$ cat src/rtl/alu_issue_ctrl.sv
// Execute-stage issue controller: RF operand read with write-through bypass, 1-entry RAW scoreboard, load/store FSM.
// Datapath drive registered (ALU result written back 2 cycles after accept); instr_ready drops on RAW hazard or outstanding load.
module alu_issue_ctrl #(
    parameter int ALU_LAT = 1
) (
    input  logic        CLOCK,
    input  logic        RESET,
    input  logic        instr_valid,
    input  logic [31:0] instr,
    output logic        instr_ready,
    output logic [4:0]  rf_raddr1,
    output logic [4:0]  rf_raddr2,
    input  logic [31:0] rf_rdata1,
    input  logic [31:0] rf_rdata2,
    output logic        rf_we,
    output logic [4:0]  rf_waddr,
    output logic [31:0] rf_wdata,
    output logic [31:0] aluin1,
    output logic [31:0] aluin2,
    output logic [2:0]  operation_out,
    output logic [2:0]  opselect_out,
    output logic [4:0]  shift_number,
    output logic        enable_arith,
    output logic        enable_shift,
    input  logic [31:0] aluout,
    output logic        mem_rd_req,
    output logic        mem_wr_en,
    output logic [31:0] mem_addr,
    output logic [31:0] mem_wdata,
    input  logic        mem_rd_valid,
    input  logic [31:0] mem_rd_data
);

    typedef enum logic {S_RUN, S_WAIT_MEM} state_t;

    state_t      state_q, state_d;
    logic        pend_vld_q, pend_vld_d;
    logic [4:0]  pend_dest_q, pend_dest_d;
    logic        wb_vld_q, wb_vld_d;
    logic [4:0]  wb_dest_q, wb_dest_d;
    logic        ld_wb_q, ld_wb_d;
    logic [4:0]  ld_dest_q, ld_dest_d;
    logic [2:0]  ld_op_q, ld_op_d;
    logic [31:0] ld_dat_q, ld_dat_d;
    logic [31:0] aluin1_q, aluin1_d, aluin2_q, aluin2_d;
    logic [2:0]  op_q, op_d, opsel_q, opsel_d;
    logic [4:0]  shamt_q, shamt_d;
    logic        en_arith_q, en_arith_d, en_shift_q, en_shift_d;
    logic        rd_req_q, rd_req_d, wr_en_q, wr_en_d;
    logic [31:0] addr_q, addr_d, wdata_q, wdata_d;

    logic [2:0]  f_opsel, f_op;
    logic [4:0]  f_dest, f_src1, f_src2, f_shamt;
    logic [31:0] imm_sx, opnd1, opnd2;
    logic        is_shift, is_arith, is_arithi, is_store, is_load, is_alu;
    logic        uses1, uses2, hazard, accept;

    assign f_opsel = instr[31:29];
    assign f_op    = instr[28:26];
    assign f_dest  = instr[25:21];
    assign f_src1  = instr[20:16];
    assign f_src2  = instr[15:11];
    assign f_shamt = instr[10:6];
    assign imm_sx  = {{16{instr[15]}}, instr[15:0]};

    assign is_shift  = (f_opsel == 3'b000);
    assign is_arith  = (f_opsel == 3'b001);
    assign is_arithi = (f_opsel == 3'b011);
    assign is_store  = (f_opsel == 3'b100);
    assign is_load   = (f_opsel == 3'b101);
    assign is_alu    = is_shift | is_arith | is_arithi;
    assign uses1     = is_alu | is_store | is_load;
    assign uses2     = is_arith | is_store;

    assign rf_raddr1 = RESET ? f_src1 : 5'd0;
    assign rf_raddr2 = RESET ? f_src2 : 5'd0;

    // Writeback of either source; waddr is never 0 while rf_we is high.
    assign rf_we    = wb_vld_q | ld_wb_q;
    assign rf_waddr = ld_wb_q ? ld_dest_q : (wb_vld_q ? wb_dest_q : 5'd0);
    assign rf_wdata = ld_wb_q ? ld_dat_q : (wb_vld_q ? aluout : 32'd0);

    assign opnd1 = (f_src1 == 5'd0) ? 32'd0 :
                   (rf_we && rf_waddr == f_src1) ? rf_wdata : rf_rdata1;
    assign opnd2 = (f_src2 == 5'd0) ? 32'd0 :
                   (rf_we && rf_waddr == f_src2) ? rf_wdata : rf_rdata2;

    assign hazard = pend_vld_q && ((uses1 && pend_dest_q == f_src1) ||
                                   (uses2 && pend_dest_q == f_src2));
    assign instr_ready = RESET && (state_q == S_RUN) && !hazard;
    assign accept      = instr_valid && instr_ready;

    assign aluin1        = aluin1_q;
    assign aluin2        = aluin2_q;
    assign operation_out = op_q;
    assign opselect_out  = opsel_q;
    assign shift_number  = shamt_q;
    assign enable_arith  = en_arith_q;
    assign enable_shift  = en_shift_q;
    assign mem_rd_req    = rd_req_q;
    assign mem_wr_en     = wr_en_q;
    assign mem_addr      = addr_q;
    assign mem_wdata     = wdata_q;

    function automatic logic [31:0] fmt_load(input logic [2:0] op, input logic [31:0] d);
        case (op)
            3'b000:  fmt_load = {{24{d[7]}}, d[7:0]};
            3'b100:  fmt_load = {24'd0, d[7:0]};
            3'b001:  fmt_load = {{16{d[15]}}, d[15:0]};
            3'b101:  fmt_load = {16'd0, d[15:0]};
            default: fmt_load = d;
        endcase
    endfunction

    always_comb begin
        state_d     = state_q;
        pend_vld_d  = 1'b0;
        pend_dest_d = pend_dest_q;
        // The only supported ALU latency makes the pending entry retire the very next cycle.
        wb_vld_d    = pend_vld_q && (ALU_LAT == 1);
        wb_dest_d   = pend_dest_q;
        ld_wb_d     = 1'b0;
        ld_dest_d   = ld_dest_q;
        ld_op_d     = ld_op_q;
        ld_dat_d    = ld_dat_q;
        aluin1_d    = aluin1_q;
        aluin2_d    = aluin2_q;
        op_d        = op_q;
        opsel_d     = opsel_q;
        shamt_d     = shamt_q;
        en_arith_d  = 1'b0;
        en_shift_d  = 1'b0;
        rd_req_d    = 1'b0;
        wr_en_d     = 1'b0;
        addr_d      = addr_q;
        wdata_d     = wdata_q;
        case (state_q)
            S_RUN: begin
                if (accept && is_alu) begin
                    en_shift_d  = is_shift;
                    en_arith_d  = is_arith | is_arithi;
                    aluin1_d    = opnd1;
                    aluin2_d    = is_arithi ? imm_sx : opnd2;
                    op_d        = f_op;
                    opsel_d     = is_arithi ? 3'b001 : f_opsel;
                    shamt_d     = f_shamt;
                    pend_vld_d  = (f_dest != 5'd0);
                    pend_dest_d = f_dest;
                end else if (accept && is_store) begin
                    wr_en_d = 1'b1;
                    addr_d  = opnd1 + imm_sx;
                    wdata_d = opnd2;
                end else if (accept && is_load) begin
                    rd_req_d  = 1'b1;
                    addr_d    = opnd1 + imm_sx;
                    ld_dest_d = f_dest;
                    ld_op_d   = f_op;
                    state_d   = S_WAIT_MEM;
                end
            end
            S_WAIT_MEM: begin
                if (mem_rd_valid) begin
                    ld_wb_d  = (ld_dest_q != 5'd0);
                    ld_dat_d = fmt_load(ld_op_q, mem_rd_data);
                    state_d  = S_RUN;
                end
            end
            default: state_d = S_RUN;
        endcase
    end

    always_ff @(posedge CLOCK or negedge RESET) begin
        if (!RESET) begin
            state_q     <= S_RUN;
            pend_vld_q  <= 1'b0;
            pend_dest_q <= 5'd0;
            wb_vld_q    <= 1'b0;
            wb_dest_q   <= 5'd0;
            ld_wb_q     <= 1'b0;
            ld_dest_q   <= 5'd0;
            ld_op_q     <= 3'd0;
            ld_dat_q    <= 32'd0;
            aluin1_q    <= 32'd0;
            aluin2_q    <= 32'd0;
            op_q        <= 3'd0;
            opsel_q     <= 3'd0;
            shamt_q     <= 5'd0;
            en_arith_q  <= 1'b0;
            en_shift_q  <= 1'b0;
            rd_req_q    <= 1'b0;
            wr_en_q     <= 1'b0;
            addr_q      <= 32'd0;
            wdata_q     <= 32'd0;
        end else begin
            state_q     <= state_d;
            pend_vld_q  <= pend_vld_d;
            pend_dest_q <= pend_dest_d;
            wb_vld_q    <= wb_vld_d;
            wb_dest_q   <= wb_dest_d;
            ld_wb_q     <= ld_wb_d;
            ld_dest_q   <= ld_dest_d;
            ld_op_q     <= ld_op_d;
            ld_dat_q    <= ld_dat_d;
            aluin1_q    <= aluin1_d;
            aluin2_q    <= aluin2_d;
            op_q        <= op_d;
            opsel_q     <= opsel_d;
            shamt_q     <= shamt_d;
            en_arith_q  <= en_arith_d;
            en_shift_q  <= en_shift_d;
            rd_req_q    <= rd_req_d;
            wr_en_q     <= wr_en_d;
            addr_q      <= addr_d;
            wdata_q     <= wdata_d;
        end
    end

endmodule

$ cat config.mk
export PLATFORM = sky130hd
export DESIGN_NAME = alu_issue_ctrl
export DESIGN_NICKNAME = d
export VERILOG_FILES = /design/src/rtl/alu_issue_ctrl.sv
export SDC_FILE = /design/constraint.sdc
export NUM_CORES = 1
export LEC_CHECK = 0
export BUFFER_PORTS_ARGS = -buffer_cell sky130_fd_sc_hd__buf_2
export CAP_MARGIN = 20
export CORE_MARGIN = 2
export CORE_UTILIZATION = 40
export CTS_BUF_LIST = sky130_fd_sc_hd__clkbuf_8 sky130_fd_sc_hd__clkbuf_16
export DETAILED_ROUTE_END_ITERATION = 7
export GPL_ROUTABILITY_DRIVEN = 0
export PLACE_DENSITY_LB_ADDON = 0.12
export SLEW_MARGIN = 20
export SYNTH_ARGS = -nofsm -noshare
export SYNTH_HDL_FRONTEND = slang
export SYNTH_SLANG_ARGS = --single-unit
$ cat constraint.sdc
create_clock -name CLOCK -period 3.5 [get_ports CLOCK]
set_input_delay 0.7 -clock CLOCK [delete_from_list [all_inputs] [get_ports CLOCK]]
set_output_delay 0.7 -clock CLOCK [all_outputs]
set_load 0.05 [all_outputs]
; ---- Word level (Yosys, flattened, before mapping)
; Index checks and enable logic that the tools add are counted.
[totals]
reg_bits = 197
latch_bits = 0
mem_bits_rw = 0
romBits = 0
out_inout_bits = 192
mem_count = 0
[op_classes]
add_sub_neg = 1
multipliers = 0
div = 0
n_lt_le_gt_ge = 0
eq_ne = 11
n_shift = 0
mux = 32
bitwise_logic = 10
reduce_logical = 25
[ops]
columns = op, count
row1 = two-way mux 32 bit, 9
row2 = case mux 32 bit (4 select lines), 1
row3 = adder 32 bit, 1
row4 = equality test 5 bit, 4
row5 = two-way mux 5 bit, 4
row6 = two-way mux 1 bit, 16
row7 = equality test 3 bit (second input constant), 4
row8 = logical AND 1 bit, 11
row9 = logical NOT 5 bit, 2
row10 = nonzero test 5 bit, 2
row11 = OR 1 bit, 7
row12 = equality test 3 x 1 -> 1 bit (second input constant), 2
row13 = logical NOT 3 bit, 2
row14 = AND reduction 3 bit, 2
row15 = AND reduction 2 bit, 2
row16 = AND reduction 4 bit, 1
row17 = equality test 3 x 2 -> 1 bit (second input constant), 1
row18 = two-way mux 3 bit, 1
row19 = NOT 1 bit, 3
row20 = case mux 1 bit (2 select lines), 1
row21 = nonzero test 2 bit, 1
row22 = logical NOT 1 bit, 1
row23 = logical OR 1 bit, 1

; ---- Depth between registers and ports, before layout
; Gate-level depths: netlist of the first run.
[depth]
depth_word = 16
mapped_depth = 19

; ---- Least setup slack after synthesis of the first run
; OpenSTA, ideal clock, no wires.
[synth_timing]
path_type = input port to flip-flop
startpoint = in instr[16]
endpoint = reg addr_q[26] (netlist: mem_addr[26])
arrival_ps = 3851
t_required_ps = 3374
slack_ps = -477
cell_stages = 18
path_buffers = 2
path_cell_list = buf_2 > xnor2_1 > a22o_1 > o21ai_0 > nor2_4 > buf_6 > mux2i_1 > nor2_1 > ha_1 > inv_1 > fa_1 > nor2b_1 > o31a_1 > o211ai_1 > nand3_1 > a21oi_1 > o21ai_0 > a221o_1
[synth_via]
word_cells_on_any_way = 21
cone_classes = add/sub (1) / eq/ne (2) / mux (4) / bitwise (1) / reduce/logical (13)
[synth_rtl]
columns = item, line_no
row1 = "start, declared", 9  ; input logic [31:0] instr,
row2 = equality test 5 bit, 84  ; (rf_we && rf_waddr == f_src1) ? rf_wdata : rf_rdata1;
row3 = logical AND 1 bit, 84
row4 = two-way mux 32 bit, 84
row5 = two-way mux 32 bit *, 83  ; assign opnd1 = (f_src1 == 5'd0) ? 32'd0 :
row6 = net opnd1[0], 54  ; logic [31:0] imm_sx, opnd1, opnd2;
row7 = adder 32 bit *, "151, 155"
row8 = two-way mux 32 bit, 153  ; end else if (accept && is_load) begin
row9 = two-way mux 32 bit *, 149  ; end else if (accept && is_store) begin
row10 = "end signal, assigned", 213  ; addr_q <= addr_d;
row11 = "end, declared", 50  ; logic [31:0] addr_q, addr_d, wdata_q, wdata_d;
; The timed path passes the listed nets; every way through them passes the cells marked *. The select of a mux whose other input is x is not followed.
; A chain may end at the register's enable or synchronous reset.

; ---- Final worst setup path of the first run
[layout_timing]
startpoint = reg ld_wb_q
endpoint = reg addr_q[21] (netlist: mem_addr[21])
[layout_via]
elab_chain_cells = 8
word_cells_on_any_way = 10
cone_classes = add/sub (1) / eq/ne (1) / mux (6) / bitwise (1) / reduce/logical (1)
[layout_lines]
columns = item, line_no
row1 = "start, declared", 41  ; logic ld_wb_q, ld_wb_d;
row2 = "start signal, assigned", 200  ; ld_wb_q <= ld_wb_d;
row3 = two-way mux 5 bit, 80  ; assign rf_waddr = ld_wb_q ? ld_dest_q : (wb_vld_q ? wb_dest_q : 5'd0);
row4 = equality test 5 bit, 84
row5 = logical AND 1 bit, 84
row6 = two-way mux 32 bit *, 84
row7 = two-way mux 32 bit *, 83
row8 = net opnd1[16], 54
row9 = adder 32 bit *, "151, 155"
row10 = two-way mux 32 bit, 153
row11 = two-way mux 32 bit *, 149
; Marks and branches as above.

==> results of run 1 <==
registers in the layout, indices dropped and copies added (netlist names), 5 cells and up:
| register | cells |
|---|---|
| wb_dest_q | 5 |
| aluin2 | 32 |
| mem_addr | 32 |
| pend_dest_q | 5 |
| aluin1 | 32 |
| shift_number | 5 |
| ld_dest_q | 5 |
| mem_wdata | 32 |
| ld_dat_q | 32 |
power groups by stage:
stage	Sequential [mW]	Combinational, mW	Clock, mW
final	3.21	3.67	2.00
after global routing	3.28	3.89	2.11
after CTS	3.21	3.57	2.03
after detailed placement	3.25	3.50	0
after global placement	3.23	3.47	0
after floorplan	4.52	1.06	0
final timing paths:
path | end | slack, ns
worst max-delay path | mem_addr[21] | -0.44
worst min-delay path | ld_dat_q[7] | 0.14
worst max register to register | mem_addr[21] | -0.44
worst min register to register | wb_vld_q | 0.41
max in group asynchronous | aluin1[6] | 1.54
min in group CLOCK | wb_vld_q | 0.41
timing repair:
item / 4_1_cts / 5_1_grt
pin swaps: 36 / 46
resized for setup: 52 / 64
gates cloned: 2 / 0
endpoints found under the setup margin: 23 / 27
buffers inserted: 19 / 19
placed cells by master, fill, tap and decap left out, types with 5 or more instances in the layout:
| cell | count |
|---|---|
| a221o_1 | 5 |
| a21oi_2 | 8 |
| o21ai_1 | 12 |
| buf_2 | 354 |
| buf_6 | 11 |
| o22a_1 | 17 |
| ha_1 | 20 |
| xnor2_1 | 6 |
| or3_1 | 19 |
| xor2_1 | 14 |
| nor3_1 | 29 |
| nor2_1 | 85 |
| diode_2 | 7 |
| clkbuf_16 | 17 |
| o211ai_1 | 8 |
| ha_4 | 8 |
| nand3b_1 | 6 |
| mux2_2 | 32 |
| buf_4 | 178 |
| nand2_1 | 171 |
| dfrtp_1 | 196 |
| o31ai_1 | 35 |
| nor2_2 | 9 |
| o21ai_0 | 30 |
| o21a_1 | 9 |
| a21o_1 | 15 |
| buf_12 | 12 |
| nand4_1 | 6 |
| a22o_1 | 32 |
| inv_1 | 15 |
| and2_1 | 16 |
| mux2_1 | 7 |
| a21oi_1 | 57 |
| o21ai_2 | 5 |
| nand3_1 | 15 |
| mux2i_1 | 60 |
| a31oi_1 | 16 |
metal layers:
layer  vias up  global-route usage, %
li1       5199                      -
met1      5490                   39.9
met2       477                   46.5
met3        65                   6.04
met4         0                   9.55
met5         -                      0
cells by family (layout without fill, tap and decap cells):
family / Yosys count / in the layout / synth area share, %
simple gates: 406 / 406 / 17.1
buf+inv: 93 / 605 / 3.97
flops: 197 / 197 / 44.4
other cells: 0 / 7 / 0
compound gates: 304 / 304 / 19.0
fa+ha+maj: 32 / 32 / 3.67
mux: 103 / 103 / 9.72
xor+xnor: 26 / 26 / 2.12
synthesized netlist by cell type, drive strengths merged (7+ instances only):
cell    instances  share of area, %
clkbuf         40               1.4
mux2i          64               5.8
nor2           97               3.3
dfrtp         197                44
o31ai          36               2.4
nor3           31               1.4
o211ai          9              0.65
nand3          17              0.77
and2           18               1.0
a21o           15               1.0
xnor2          11              0.94
a31oi          19               1.1
xor2           15               1.2
mux2           39               4.0
o21a           11              0.74
inv            16              0.54
ha             31               3.5
or3            20               1.1
a22o           33               2.6
a211oi          7              0.47
o21ai          49               2.2
nand2         175               5.9
o22a           17               1.3
and3            7              0.48
buf            37               2.1
a21oi          69               3.1
area by class of cell:
type,instances,area (um2)
sequential,197,4930
clock inverter,14,144
inverter,16,60.1
antenna,7,17.5
clock buffer,17,425
tap,372,465
fill,2382,11200
timing repair buffer,558,3530
multi-input combinational,871,6330
per-stage QoR:
step                      cell area, um2  setup slack, ns  TNS [ns]  hold WS (ns)  utilization, %
after floorplan                    11200           -0.195    -0.979         0.354               -
after global placement             14500           -0.642    -10.23         0.390            53.4
after detailed placement           14500           -0.621    -10.69         0.382            53.4
after CTS                          15500           -0.289     -4.13         0.127            57.1
after global routing               15900           -0.571     -9.88         0.138            58.7
final                              15900           -0.439     -6.46         0.144            58.7
==> results.json, run 1 <==
{
  "root_buffer": "clkbuf_16",
  "grt_pass1_vias": 10900,
  "cpPeakStageDelay_ns": 0.54,
  "route.met2.wl_um": 20500,
  "syn_area_um2": 11100,
  "ys_seq_elements": 197,
  "area_delta_synth_final_pct": 43.2,
  "drive_above_1_share_pct": 43.6,
  "dr_wl_met3_um": 3370,
  "syn_avg_cell_area_um2": 9.57,
  "initial_utilization_pct": 41.0,
  "total_power_mw": 8.88,
  "start_kind": "flop",
  "crit_path_max_fanout": 6,
  "grt_pass1_wl_um": 64200,
  "vias": 11200,
  "dpl.cell_count": 1978,
  "p_clk_share_pct": 22.5,
  "status": "finished, violations left",
  "yosysSeqAreaShare_pct": 44.4,
  "p_seq_share_pct": 36.2,
  "cts_max_level": 4,
  "yosysWarnings": 0,
  "antenna_found_initial": 7,
  "irDropWorstVdd_v": 0.000328,
  "path_cells": "nand3b_1 -> and3b_2 -> o2111ai_4 -> nor2_4 -> buf_6 -> buf_12 -> buf_16 -> mux2i_2 -> nor2_1 -> ha_1 -> a21oi_2 -> o21ai_2 -> a2111o_1 -> o21ai_4 -> a31oi_2 -> or4b_1 -> nand3_1",
  "internal-power_mw": 4.96,
  "finalClockSkew_ns": 0.0176,
  "setup_violations": 23,
  "clkTransAtPathRegs_ns": 0.08,
  "crit_cells": 17,
  "max_freq_mhz": 254,
  "maxSlewHeadroom_pct": 44.3,
  "synth.distinct_cells": 77,
  "finalNonFillerCells": 2052,
  "worst-setup-path-type": "flop to flop",
  "drv_cap": 0,
  "postSynth.asyncResetShare_pct": 100,
  "cts_tree": "done",
  "ctsLongestPathBuffers": 2,
  "routed_wl_um": 43500,
  "synth-edff-count": 0,
  "power_per_cell_area_nw_per_um2": 558,
  "cp-end-kind": "flop",
  "critPathBufInv": 3,
  "p_sw_mw": 3.91,
  "pin_count": 356,
  "crit_start": "ld_wb_q",
  "top_layer": "met4",
  "antenna_left": 0,
  "tightestPinTransition_ns": 0.836,
  "leakagePower_nw": 7.95,
  "detail_route.first_pass.iterations": 5,
  "drtIter0Drc": 821,
  "synth_ff_type": "dfrtp_1",
  "drcViolationCount": 0,
  "overflow": 0,
  "synth_nets": 1357,
  "grt_max_degree": 66,
  "finalHoldViolCount": 0,
  "die_y_um": 171,
  "r2r-start": "ld_wb_q",
  "routedWlPerCell_um": 21.2,
  "grt_use_total_pct": 29.2,
  "rsz0062_at_grt": "true",
  "portBuffers": 355,
  "critPathRequiredTime_ns": 3.87,
  "via_per_inst": 5.47,
  "cts_made_buffers": 17,
  "met1Wirelength_um": 18600,
  "detailed_place_hpwl_um": 32300,
  "reg2reg_depth": 17,
  "power_frac_comb_pct": 41.3,
  "rows": 60,
  "netlist_instances": 1161,
  "switching_share_pct": 44.1,
  "critPathArrivalTime_ns": 4.31,
  "final_nets": 1857,
  "coreArea_um2": 27100,
  "clk_latency_ns": 0.44,
  "final.min_clock_period_ns": 3.94,
  "violations": "negative setup slack",
  "slew_viol_final": 0,
  "hp-class": "primary input to async pin",
  "cts.hold.buffers_added": 0,
  "dieArea_um2": 29100,
  "crit_slowest_cell": "or4b_1",
  "clock_sinks": 197,
  "post-route-worst-setup-slack_ns": -0.439,
  "min_period_over_period_pct": 113,
  "die_w_um": 171,
  "crit_family": "simple AND/OR/NAND/NOR gates"
}
No activity file was read; power rests on OpenSTA's default activity.
==> run 2, diff against run 1 <==
CELL_PAD_IN_SITES_DETAIL_PLACEMENT = 1   (was default)
CELL_PAD_IN_SITES_GLOBAL_PLACEMENT = 2   (was default)
CORE_UTILIZATION = 28   (was 40)
==> run 2 against run 1 <==
The flow still finishes with violations (negative setup slack). Final area up 0.52%. Worst setup slack lost 0.014 ns. Non-clock buffer count up 15. Core utilization is 18 points lower. Sequential cell count unchanged. Critical path depth is the same. Sequential share of layout area decreased by 0.17 points. Clock power barely moved. Highest routed layer is now met5.
==> results.json, run 2 (synthesis gave the netlist of run 1 again) <==
{
  "min_period_over_period_pct": 113,
  "drcViolationCount": 0,
  "die_w_um": 203,
  "path_cells": "buf_12 -> nand3b_1 -> and3b_2 -> o2111ai_4 -> nor2_4 -> buf_12 -> mux2i_1 -> nor2_1 -> ha_1 -> o21a_1 -> o211ai_1 -> a211oi_4 -> buf_4 -> o21ai_2 -> a311oi_1 -> or4b_1 -> nand3_1",
  "violations": "negative setup slack",
  "antenna_left": 0,
  "slew_viol_final": 0,
  "clk_latency_ns": 0.46,
  "grt_max_degree": 140,
  "critPathArrivalTime_ns": 4.34,
  "maxSlewHeadroom_pct": 41.5,
  "crit_slowest_cell": "or4b_1",
  "worst-setup-path-type": "flop to flop",
  "initial_utilization_pct": 28.5,
  "via_per_inst": 4.96,
  "cpPeakStageDelay_ns": 0.51,
  "root_buffer": "clkbuf_16",
  "rows": 72,
  "drv_cap": 0,
  "fin_util_pct": 41.1,
  "power_per_cell_area_nw_per_um2": 560,
  "num-fill-cells": 4595,
  "crit_path_max_fanout": 16,
  "finalHoldViolCount": 0,
  "post-route-worst-setup-slack_ns": -0.453,
  "cts_made_buffers": 17,
  "overflow": 0,
  "drive_above_1_share_pct": 43.0,
  "total_power_mw": 8.96,
  "portBuffers": 355,
  "final_cell_mix": "buf_2, dfrtp_1, buf_4",
  "start_kind": "flop",
  "leakagePower_nw": 8.02,
  "detail_route.first_pass.iterations": 4,
  "die_y_um": 203,
  "detailed_place_hpwl_um": 38700,
  "grt_pass1_wl_um": 73400,
  "max_freq_mhz": 253,
  "vias": 10900,
  "tightestPinTransition_ns": 0.878,
  "dieArea_um2": 41300,
  "irDropWorstVdd_v": 0.000350,
  "pin_count": 356,
  "layout_commonest_cell": "buf_2",
  "clkTransAtPathRegs_ns": 0.07,
  "routed_wl_um": 49800,
  "rsz0062_at_grt": "true",
  "clock_sinks": 197,
  "final_nets": 1872,
  "grt_pass1_vias": 11600,
  "ctsLongestPathBuffers": 2,
  "area_delta_synth_final_pct": 43.9,
  "final.min_clock_period_ns": 3.95,
  "hp-class": "flop to flop",
  "holdWs_ns": 0.402,
  "drtIter0Drc": 423,
  "setup_violations": 23,
  "status": "finished, violations left",
  "grt_use_total_pct": 23.8,
  "critPathRequiredTime_ns": 3.89,
  "finalClockSkew_ns": 0.0127,
  "coreArea_um2": 38900,
  "routedWlPerCell_um": 22.5,
  "cts_tree": "done",
  "cts_max_level": 4,
  "cp_common_cell": "buf_12",
  "antenna_found_initial": 7,
  "cp-end-kind": "flop"
}
## run 2: report_power, final
part | switching, mW | internal (mW) | leakage (nW) | total (mW)
clock | 1.02 | 1.00 | 0.273 | 2.02
combinational | 2.59 | 1.13 | 5.35 | 3.72
sequential | 0.378 | 2.83 | 2.40 | 3.21
total | 3.99 | 4.96 | 8.02 | 8.96
## run 2: final timing paths
| check | startpoint | depth (start not counted) | end | slack (ns) |
|---|---|---|---|---|
| max | ld_wb_q | 17 | mem_addr[27] | -0.45 |
| min | pend_vld_q | 0 | wb_vld_q | 0.40 |
| max reg2reg | ld_wb_q | 17 | mem_addr[27] | -0.45 |
| min reg2reg | pend_vld_q | 0 | wb_vld_q | 0.40 |
| max in group asynchronous | RESET | 3 | aluin1[29] | 1.74 |
| min in group asynchronous | RESET | 2 | mem_wdata[5] | 0.51 |
## run 2: stage by stage
step	setup slack (ns)	instances	TNS, ns	instance area [um2]
floorplan	-0.195	1161	-0.979	11200
global placement	-0.575	2150	-10.79	14900
detailed placement	-0.657	2150	-12.75	14900
CTS	-0.419	2192	-6.84	15700
global route	-0.608	2208	-10.78	16000
finish	-0.453	2209	-6.84	16000
## run 2: what timing repair did
action	in CTS	in global routing
pin swaps	15	30
setup endpoints to repair	26	27
setup buffers	10	15
gates resized for setup	43	45
hold buffers	0	0
## run 2: area by class of cell
type | count | area (um2) | area share [%]
inverters | 16 | 60.1 | 0.376
flip-flops and latches | 197 | 4930 | 30.8
diodes | 2 | 5.00 | 0.0313
clock inverters | 15 | 144 | 0.900
multi-input cells | 871 | 6160 | 38.6
clock buffers | 17 | 425 | 2.66
repair buffers | 573 | 3610 | 22.6
well taps | 518 | 648 | 4.06
## run 2: metal layers
layer / track usage, % / vias to the layer above / part of all wire (%)
met5: 0 / - / 0.070
met4: 5.66 / 8 / 1.8
met3: 5.08 / 48 / 4.8
met2: 38.6 / 242 / 47
met1: 32.4 / 5436 / 47
li1: - / 5215 / -
## run 2: worst max-delay path, delay by kind of cell, from the launching register on
kind            cells  cell delay (ns)
simple gates        6             1.33
compound gates      6             1.23
buf+inv             3             0.48
flops               1             0.42
fa+ha+maj           1             0.30
mux                 1             0.12
